$ cat config.mk
export PLATFORM = sky130hd
export DESIGN_NAME = fp32_square
export DESIGN_NICKNAME = d
export VERILOG_FILES = /design/src/rtl/fp32_pkg.sv /design/src/rtl/fp32_round_pack.sv /design/src/rtl/fp32_square.sv
export SDC_FILE = /design/constraint.sdc
export NUM_CORES = 1
export LEC_CHECK = 0
export ABC_AREA = 0
export CELL_PAD_IN_SITES_DETAIL_PLACEMENT = 2
export CELL_PAD_IN_SITES_GLOBAL_PLACEMENT = 2
export CORE_ASPECT_RATIO = 1.75
export CORE_MARGIN = 2
export CORE_UTILIZATION = 25
export CTS_BUF_LIST = sky130_fd_sc_hd__clkbuf_2 sky130_fd_sc_hd__clkbuf_4 sky130_fd_sc_hd__clkbuf_8
export CTS_CLUSTER_SIZE = 14
export DETAILED_ROUTE_END_ITERATION = 8
export DONT_BUFFER_PORTS = 1
export MAX_ROUTING_LAYER = met4
export PLACE_DENSITY = 0.64
export SLEW_MARGIN = 20
export SYNTH_ARGS = -nofsm -noshare
export SYNTH_HDL_FRONTEND = slang
export SYNTH_HIERARCHICAL = 1
export SYNTH_SLANG_ARGS = --single-unit
$ cat constraint.sdc
create_clock -name clk -period 8.79 [get_ports clk]
set_input_delay 0.879 -clock clk [delete_from_list [all_inputs] [get_ports clk]]
set_output_delay 0.879 -clock clk [all_outputs]
set_load 0.03 [all_outputs]
$ cat src/rtl/fp32_pkg.sv
// fp32_pkg: shared constants, field widths and FSM state encoding for the fp32 arithmetic blocks
package fp32_pkg;
    localparam int          FP32_EXP_W   = 8;
    localparam int          FP32_FRAC_W  = 23;
    localparam logic [7:0]  FP32_BIAS    = 8'd127;
    localparam logic [31:0] FP32_QNAN    = 32'h7FC0_0001;
    localparam logic [31:0] FP32_POS_INF = 32'h7F80_0000;
    typedef enum logic [1:0] {S_IDLE, S_MUL, S_ROUND, S_DONE} state_t;
endpackage

$ cat src/rtl/fp32_round_pack.sv
// fp32_round_pack: RNE rounding, overflow and underflow handling, packing of a positive fp32 word
// Ports: i_exp (signed unbiased-plus-bias exponent), i_mant (24-bit with hidden bit),
//        i_guard, i_sticky -> o_word (packed IEEE 754 single).
// FP32_SQUARE_SUBNORMAL_EN: when defined, exponents <= 0 produce gradual-underflow subnormals;
// otherwise they flush to +0.
module fp32_round_pack
    import fp32_pkg::*;
(
    input  logic signed [9:0]  i_exp,
    input  logic        [23:0] i_mant,
    input  logic               i_guard,
    input  logic               i_sticky,
    output logic        [31:0] o_word
);
    logic        [24:0] w_nrm_sum;
    logic signed [10:0] w_nrm_exp;
    logic        [31:0] w_normal;
    logic        [31:0] w_sub;
    assign w_nrm_sum = {1'b0, i_mant} + {24'b0, i_guard & (i_sticky | i_mant[0])};
    assign w_nrm_exp = {i_exp[9], i_exp} + {10'b0, w_nrm_sum[24]};
    assign w_normal  = (w_nrm_exp >= 11'sd255) ? FP32_POS_INF :
                       {1'b0, w_nrm_exp[7:0], w_nrm_sum[24] ? w_nrm_sum[23:1] : w_nrm_sum[22:0]};
`ifdef FP32_SQUARE_SUBNORMAL_EN
    logic signed [10:0] w_sh;
    logic        [49:0] w_sub_x;
    logic        [23:0] w_sub_sum;
    // the guard bit rides along in the shift so no information is lost before rounding
    assign w_sh      = 11'sd1 - {i_exp[9], i_exp};
    assign w_sub_x   = {i_mant, i_guard, 25'b0} >> w_sh;
    assign w_sub_sum = w_sub_x[49:26] + {23'b0, w_sub_x[25] & (i_sticky | (|w_sub_x[24:0]) | w_sub_x[26])};
    // a carry into bit 23 lands in the exponent field as the smallest normal
    assign w_sub     = (w_sh >= 11'sd25) ? 32'h0 : {8'b0, w_sub_sum};
`else
    assign w_sub     = 32'h0;
`endif
    assign o_word = (i_exp <= 10'sd0) ? w_sub : w_normal;
endmodule

$ cat src/rtl/fp32_square.sv
// fp32_square: multi-cycle IEEE 754 single-precision squarer (a*a, RNE) with valid/ready handshake
// Ports: clk, rst (sync, active-high), in_valid/in_ready/a (operand), out_valid/out_ready/result.
// BITS_PER_CYCLE multiplier bits are retired per MUL cycle (24/BITS_PER_CYCLE MUL cycles).
// FP32_SQUARE_SUBNORMAL_EN (in fp32_round_pack) enables subnormal results on underflow.
module fp32_square
    import fp32_pkg::*;
#(
    parameter int BITS_PER_CYCLE = 1
)
(
    input  logic        clk,
    input  logic        rst,
    input  logic        in_valid,
    output logic        in_ready,
    input  logic [31:0] a,
    output logic        out_valid,
    input  logic        out_ready,
    output logic [31:0] result
);
    localparam int         N    = 24 / BITS_PER_CYCLE;
    localparam logic [4:0] LAST = 5'(N - 1);
    state_t             r_state;
    logic        [31:0] r_result;
    logic        [47:0] r_acc;
    logic        [47:0] r_mcand;
    logic        [23:0] r_mplier;
    logic        [4:0]  r_cnt;
    logic signed [9:0]  r_exp;
    logic        [47:0] w_pp;
    logic signed [9:0]  w_exp;
    logic        [23:0] w_mant;
    logic               w_guard;
    logic               w_sticky;
    logic        [31:0] w_word;
    // partial products for the low multiplier bits, multiplicand pre-shifted by earlier cycles
    always_comb begin
        w_pp = '0;
        for (int i = 0; i < BITS_PER_CYCLE; i++)
            w_pp = w_pp + (r_mplier[i] ? (r_mcand << i) : 48'd0);
    end
    // product lies in [1,4): bit 47 selects the normalization shift
    assign w_exp    = r_exp + {9'b0, r_acc[47]};
    assign w_mant   = r_acc[47] ? r_acc[47:24] : r_acc[46:23];
    assign w_guard  = r_acc[47] ? r_acc[23] : r_acc[22];
    assign w_sticky = r_acc[47] ? |r_acc[22:0] : |r_acc[21:0];
    fp32_round_pack u_round_pack (
        .i_exp    (w_exp),
        .i_mant   (w_mant),
        .i_guard  (w_guard),
        .i_sticky (w_sticky),
        .o_word   (w_word)
    );
    always_ff @(posedge clk) begin
        if (rst) begin
            r_state  <= S_IDLE;
            r_result <= '0;
            r_acc    <= '0;
            r_mcand  <= '0;
            r_mplier <= '0;
            r_cnt    <= '0;
            r_exp    <= '0;
        end else begin
            case (r_state)
                S_IDLE: if (in_valid) begin
                    if (&a[30:23]) begin
                        r_result <= |a[22:0] ? FP32_QNAN : FP32_POS_INF;
                        r_state  <= S_DONE;
                    end else if (a[30:23] == 8'd0) begin
                        r_result <= '0;
                        r_state  <= S_DONE;
                    end else begin
                        r_acc    <= '0;
                        r_mcand  <= {24'b0, 1'b1, a[22:0]};
                        r_mplier <= {1'b1, a[22:0]};
                        r_cnt    <= '0;
                        r_exp    <= {1'b0, a[30:23], 1'b0} - {2'b0, FP32_BIAS};
                        r_state  <= S_MUL;
                    end
                end
                S_MUL: begin
                    r_acc    <= r_acc + w_pp;
                    r_mcand  <= r_mcand << BITS_PER_CYCLE;
                    r_mplier <= r_mplier >> BITS_PER_CYCLE;
                    r_cnt    <= r_cnt + 5'd1;
                    r_state  <= (r_cnt == LAST) ? S_ROUND : S_MUL;
                end
                S_ROUND: begin
                    r_result <= w_word;
                    r_state  <= S_DONE;
                end
                default: r_state <= out_ready ? S_IDLE : S_DONE;
            endcase
        end
    end
    assign in_ready  = (r_state == S_IDLE);
    assign out_valid = (r_state == S_DONE);
    assign result    = r_result;
endmodule

* Yosys cells after proc, flatten, opt, wreduce, memory -nomap -nowiden *
Index checks and enable logic that the tools add are counted.

word-level totals
  register bits = 169
  input bits = 36
  output and inout port bits = 34
  logic and storage cells = 72

operators by class
  add/sub/neg operators = 6
  magnitude comparators = 2
  eq/ne operators = 8
  muxes and demuxes = 34
  bitwise gates (word level) = 4
  reduce and logical (&&, ||, !) cells = 11

operator list
  operator              number
  $mux 48               7
  $pmux 48 s2           2
  $mux 32               4
  $mux 24               4
  $pmux 32 s2           1
  $add 48x48->48        1
  $pmux 24 s2           1
  $mux 23               2
  $reduce_or 23->1      2
  $mux 31               1
  $add 24x1->25         1
  $reduce_or 22->1      1
  $mux 5                3
  $add 10x2->11         1
  $ge 11x9->1 const B   1
  $add 10x1->10         1
  $le 10x1->1 const B   1
  $mux 2                5
  $pmux 5 s2            1
  $sub 9x7->10 const B  1
  $logic_not 8->1       1
  $reduce_and 4->1      2
  $reduce_and 8->1      1
  $ne 2x2->1 const B    3
  other kinds (13)      17

* Logic depth before layout (Yosys ltp) *
  depth in word-level cells = 10
  mapped depth = 21
  mapped depth without buffers = 18

* Hierarchy *
Netlist, hierarchy kept.

modules (own cells, without submodules)
  module           times used  cells each  area an instance (sq um)  sequential area each (sq um)
  fp32_square      1           1165        9594.2                    3383.2
  fp32_round_pack  1           147         1069.8                    0.0

* Worst setup path before layout *
Ideal clock, no wire load.

  path kind = register to register
  start point = register r_acc[47]
  end point = register r_result[0], in the netlist result[0]
  setup time = 0.078 ns
  arrival = 4.167 ns
  required time = 8.712 ns
  setup slack = 4.545 ns
  stages on the path, launching flop included = 21
  buffers on the path = 4
  clock period less this slack = 4.245 ns
  path through = dfxtp_1 > clkbuf_1 > mux2_2 > o21a_1 > ha_1 > ha_1 > nand4_2 > nor3_4 > and4_1 > buf_4 > buf_6 > ha_1 > ha_1 > and2b_1 > mux2i_1 > o32a_4 > a211o_4 > buf_4 > nor2_1 > a21oi_1 > nor3_1

between the ends
  cells in the longest elaborated chain, start to end = 9
  elaborated cells on any way between the ends = 14
  those cells by class = add/sub (3); order compare (2); mux (7); bitwise (2)

ends and longest elaborated chain
  item                      line                   text
  start: declaration        fp32_square.sv:24      logic [47:0] r_acc;
  start signal: assignment  fp32_square.sv:81      r_acc <= r_acc + w_pp;
  $mux 24 *                 fp32_square.sv:43      assign w_mant = r_acc[47] ? r_acc[47:24] : r_acc[46:23];
  named net w_mant[0]       fp32_square.sv:31      logic [23:0] w_mant;
  $or 1x1->1                fp32_round_pack.sv:19  assign w_nrm_sum = {1'b0, i_mant} + {24'b0, i_guard & (i_sticky | i_mant[0])};
  $and 1x1->1               fp32_round_pack.sv:19
  $add 24x1->25 *           fp32_round_pack.sv:19
  $add 10x2->11             fp32_round_pack.sv:20  assign w_nrm_exp = {i_exp[9], i_exp} + {10'b0, w_nrm_sum[24]};
  $ge 11x9->1               fp32_round_pack.sv:21  assign w_normal = (w_nrm_exp >= 11'sd255) ? FP32_POS_INF :
  $mux 31 *                 fp32_round_pack.sv:21
  $mux 32 *                 fp32_round_pack.sv:36  assign o_word = (i_exp <= 10'sd0) ? w_sub : w_normal;
  named net w_word[0]       fp32_square.sv:34      logic [31:0] w_word;
  $pmux 32 s2 *             fp32_square.sv:63      case (r_state)
  end signal: assignment    fp32_square.sv:66      r_result <= |a[22:0] ? FP32_QNAN : FP32_POS_INF;
  end signal: assignment    fp32_square.sv:88      r_result <= w_word;
  end: declaration          fp32_square.sv:23      logic [31:0] r_result;

Mark *: on every way through the listed nets, which the timed path passes. The rest lies on a longest branch.
A chain may end at the register's enable or synchronous reset.

* Worst setup path in the final report *
  start point = register r_acc[47]
  end point = register r_result[12], in the netlist result[12]

between the ends
  cells in the longest elaborated chain, start to end = 9
  elaborated cells on any way between the ends = 14
  those cells by class = add/sub (3); order compare (2); mux (7); bitwise (2)

ends and longest elaborated chain
  item                  line                   text
  $mux 1 *              fp32_square.sv:45      assign w_sticky = r_acc[47] ? |r_acc[22:0] : |r_acc[21:0];
  named net w_sticky    fp32_square.sv:33      logic w_sticky;
  $or 1x1->1 *          fp32_round_pack.sv:19
  $and 1x1->1 *         fp32_round_pack.sv:19
  $add 24x1->25 *       fp32_round_pack.sv:19
  $add 10x2->11         fp32_round_pack.sv:20
  $ge 11x9->1           fp32_round_pack.sv:21
  $mux 31 *             fp32_round_pack.sv:21
  $mux 32 *             fp32_round_pack.sv:36
  named net w_word[12]  fp32_square.sv:34
  $pmux 32 s2 *         fp32_square.sv:63

Marks and branches as above.

==> impl_summary.md <==
Run status
The run finished with clean final reports.

Setup path
The maximum net fanout on the critical path is 31. The worst setup path endpoint is result[12]. The endpoint identified for the worst register-to-register timing path is result[12]. The setup slack on the worst flop-to-flop path is ~3600 ps. The worst setup path is of the reg2reg kind. Data on the critical path arrives at its endpoint at 5670 ps. The critical path required time is 9230 ps. Tracing the worst setup path back leads to its startpoint at r_acc[47]. STA classifies the critical path startpoint as a flip-flop. The reg-to-reg critical path startpoint is r_acc[47].

The element type at the critical path end is a flip-flop. For the worst flop-to-flop path, the logic depth is 18.

Detailed routing
The first-iteration detailed-routing DRC count is 297. Across all layers, the routed design uses roughly 10,000 vias. The number of detailed-routing iterations run before antenna repair is 4. The final routed wirelength across all metal layers is ~37 mm. The routed wire length per instance is 20.4 um. After detailed routing, the number of vias per cell comes to approximately 5.3. The number of remaining DRC errors is 0. The detail route stage leaves a number of antenna-violating nets equal to 0.

Global routing
The via count of the first global-routing pass came to between 10,000 and 15,000. The pin count of the biggest net entering global routing is 151. The first global-routing pass estimated slightly below 60 mm of wire.

For this run the aggregate overflow at the end of global routing stands at 0. The total routing usage reported by global routing is roughly 17%. The number of antenna violations at the first check in global routing was 0.

Final layout
The final cell count without fillers is ~1,800. Leaving out fill and tap cells, the most frequent cell in the layout is sky130_fd_sc_hd__dfxtp_1. The share of cells above drive strength 1 is approximately 9.8%. The top cell types in the final layout, fill and taps aside, are sky130_fd_sc_hd__dfxtp_1, sky130_fd_sc_hd__nor2_1, sky130_fd_sc_hd__a21oi_1. The layout has about 5,100 filler cells. The layout-stage area growth over the synthesis result is 7.29%. At the end of the flow, the number of nets in the layout was approximately 1,300.

STA
Setup violations remaining at the end of the flow were counted as 0. The count of pins over their slew limit is 0. Setup repair after global routing left no endpoint under its margin. The worst path uses 59.5% of the clock period. Headroom to the max-slew limit came out at between 30 and 40%.

The peak clock frequency supported by timing is approximately 190 MHz. The minimum setup slack in the final design is roughly 3600 ps. The clock period could shrink to between 5000 and 6000 ps. After routing, the total negative slack on setup checks comes to 0 ps. The slew of the pin with the lowest slew margin is ~960 ps.

The number of endpoints with negative hold slack in the final report is 0. Between clock sinks in the finished design, the worst skew comes to between 15 and 20 ps.

Clock tree
The longest clock path from root to sink contains 2 buffers. After clock tree synthesis, the setup repair step added 0 buffers. TritonCTS built the clock tree. The hold-fix buffer count after cts is 0. Clock tree synthesis inserted a total of 17 buffers. The later pin in the worst-skew pair is clocked with a latency of roughly 500 ps. The number of resized instances in the post-cts repair step is 0. The cell at the root of the clock tree is sky130_fd_sc_hd__clkbuf_8.

The level count of the clock H-tree is 4. The clock transition at the registers of the reported paths is approximately 100 ps. Counting every sink on the clock net gives 169.

Yosys
The primary flip-flop cell chosen by synthesis mapping is sky130_fd_sc_hd__dfxtp_1. The number of synthesis warnings is 6. The number of synthesized flops with an enable pin is 0. The synthesis-stage register bit count is 169.

The sequential-to-total area share from yosys stat is 31.7%. The area of the mapped netlist is between 0.01 and 0.015 mm2. The number of standard cells after synthesis is approximately 1,300.

Counting every net in the synthesized netlist gives 1,406. Each instance of the synthesized netlist takes up on average between 8 and 9 um2. Yosys mapped the design onto 83 distinct sky130hd cell types. The async set-reset flop share out of synthesis is 0%.

Floorplan
The die extent in x is about 160 um. The die covers between 0.04 and 0.05 mm2. The area of the core region is roughly 0.042 mm2.

The cell row count is 100. The y dimension of the die is around 280 um. The initial cell density of the core is ~25%. Pin placement for this block handled 70 I/O pins.

Power and ir drop
Combinational cells account for between 8 and 9% of the total power. The worst voltage drop across the vdd grid is 74.5 uV. The sequential cell fraction of total power is roughly 55%. The clock group share of total power is 36.2%.

The analysis attributes to cell leakage a power of roughly 4.3 nW. Net switching is slightly below 30% of the power. Internal power comes to around 0.0010 W. The power density over cell area is 129 mW/mm2. The net load switching power is approximately 0.00044 W.

Placement
The HPWL after detailed placement is ~28 mm. The number of placed cells counting well taps is 1,796. The congestion estimate from routability-driven global placement came to just over 0.8. OpenSTA, run right after detailed placement, puts the worst setup slack at around 3600 ps.

Input and output buffers added on the ports amount to 0.

Job
The number of maximum-capacitance violations is 0.

Hold path
The type of the tightest min-delay check is in2reg. The worst hold path cell count is 1.
-- area by class of cell --
class	instances	area [um2]	share of cell area, %
flip-flops and latches	169	3380	29.6
diodes	1	2.50	0.0219
multi-input cells	1039	6860	60.0
inverters	17	63.8	0.558
clock buffers	20	263	2.30
well taps	561	702	6.14
clock inverters	12	91.3	0.798
repair buffers	10	75.1	0.656
-- state kept, by name, summed over array words and instances (netlist names) --
| name | cells |
|---|---|
| r_acc | 48 |
| r_cnt | 5 |
| r_exp | 10 |
| r_mcand | 48 |
| r_mplier | 24 |
| r_state | 2 |
| result | 32 |
-- power groups by stage --
stage,Combinational (W),Sequential [W],Clock (W)
2_1_floorplan,0.000114,0.000818,0
3_3_place_gp,0.000131,0.000829,0
3_5_place_dp,0.000135,0.000830,0
4_1_cts,0.000135,0.000812,0.000566
5_1_grt,0.000147,0.000815,0.000590
6_report,0.000132,0.000811,0.000536
-- cell usage after synthesis (28+ instances only) --
| master | instances | area share [%] |
|---|---|---|
| sky130_fd_sc_hd__o21ai_0 | 48 | 2.3 |
| sky130_fd_sc_hd__and2_1 | 49 | 2.9 |
| sky130_fd_sc_hd__dfxtp_1 | 169 | 32 |
| sky130_fd_sc_hd__ha_1 | 57 | 6.7 |
| sky130_fd_sc_hd__a22oi_1 | 115 | 8.1 |
| sky130_fd_sc_hd__nor3_1 | 28 | 1.3 |
| sky130_fd_sc_hd__nor2_1 | 149 | 5.2 |
| sky130_fd_sc_hd__a21oi_1 | 122 | 5.7 |
| sky130_fd_sc_hd__xor2_1 | 38 | 3.1 |
| sky130_fd_sc_hd__nand2_1 | 110 | 3.9 |
| sky130_fd_sc_hd__xnor2_1 | 31 | 2.5 |
| sky130_fd_sc_hd__clkbuf_1 | 66 | 2.3 |
-- through the flow --
step	instance area [um2]	total power, W	util (%)	hold WS (ps)
after floorplan	10700	0.000932	-	441
after global placement	11100	0.000960	26.2	461
after detailed placement	11100	0.000964	26.2	483
after CTS	11400	0.00151	27.0	417
after global routing	11400	0.00155	27.0	407
final	11400	0.00148	27.1	442
-- worst min-delay path by stage --
stage                     slack (ps)           to        from
after floorplan                  440   r_mcand[0]  r_mcand[0]
after detailed placement         480   r_mcand[0]  r_mcand[0]
after global placement           460     r_exp[0]    r_exp[0]
after CTS                        420  r_mcand[39]         rst
after global routing             410  r_mcand[40]         rst
final                            440  r_mcand[39]         rst
-- cell families (layout without fill, tap and decap cells) --
group / count (synthesis) / count (layout) / synth area share, %
flip-flops: 169 / 169 / 31.7
XOR/XNOR: 69 / 69 / 5.67
buffers and inverters: 104 / 59 / 4.13
AO/OA/AOI/OAI: 417 / 417 / 26.8
other: 1 / 2 / 0.0352
AND/OR/NAND/NOR: 463 / 463 / 21.6
multiplexers: 31 / 31 / 3.20
adder cells (fa/ha/maj): 58 / 58 / 6.88
-- critical path: stages, from the launching register on --
cell and delay [ps]:
sky130_fd_sc_hd__dfxtp_1 320, sky130_fd_sc_hd__buf_4 330, sky130_fd_sc_hd__a211oi_1 130, sky130_fd_sc_hd__nand3_1 120, sky130_fd_sc_hd__o21a_1 140, sky130_fd_sc_hd__ha_1 190, sky130_fd_sc_hd__ha_1 230, sky130_fd_sc_hd__nand4_2 230
sky130_fd_sc_hd__nor3_4 390, sky130_fd_sc_hd__and4_1 790, sky130_fd_sc_hd__ha_1 350, sky130_fd_sc_hd__ha_1 300, sky130_fd_sc_hd__and2b_1 170, sky130_fd_sc_hd__mux2i_1 80, sky130_fd_sc_hd__o32a_4 420, sky130_fd_sc_hd__a211o_4 420
sky130_fd_sc_hd__a211oi_1 300, sky130_fd_sc_hd__a22oi_1 140, sky130_fd_sc_hd__nor2_1 90
-- per-layer routing --
layer  up-vias  wire length, um  part of all wire [%]  global-route usage, %
met2       105            21500                    58                   34.6
li1       4682                -                     -                      -
met5         -                0                     0                      -
met1      4886            13700                    37                   16.4
met3        53              651                   1.7                   2.05
met4         0             1380                   3.7                   7.16
No activity file was read; power rests on OpenSTA's default activity.
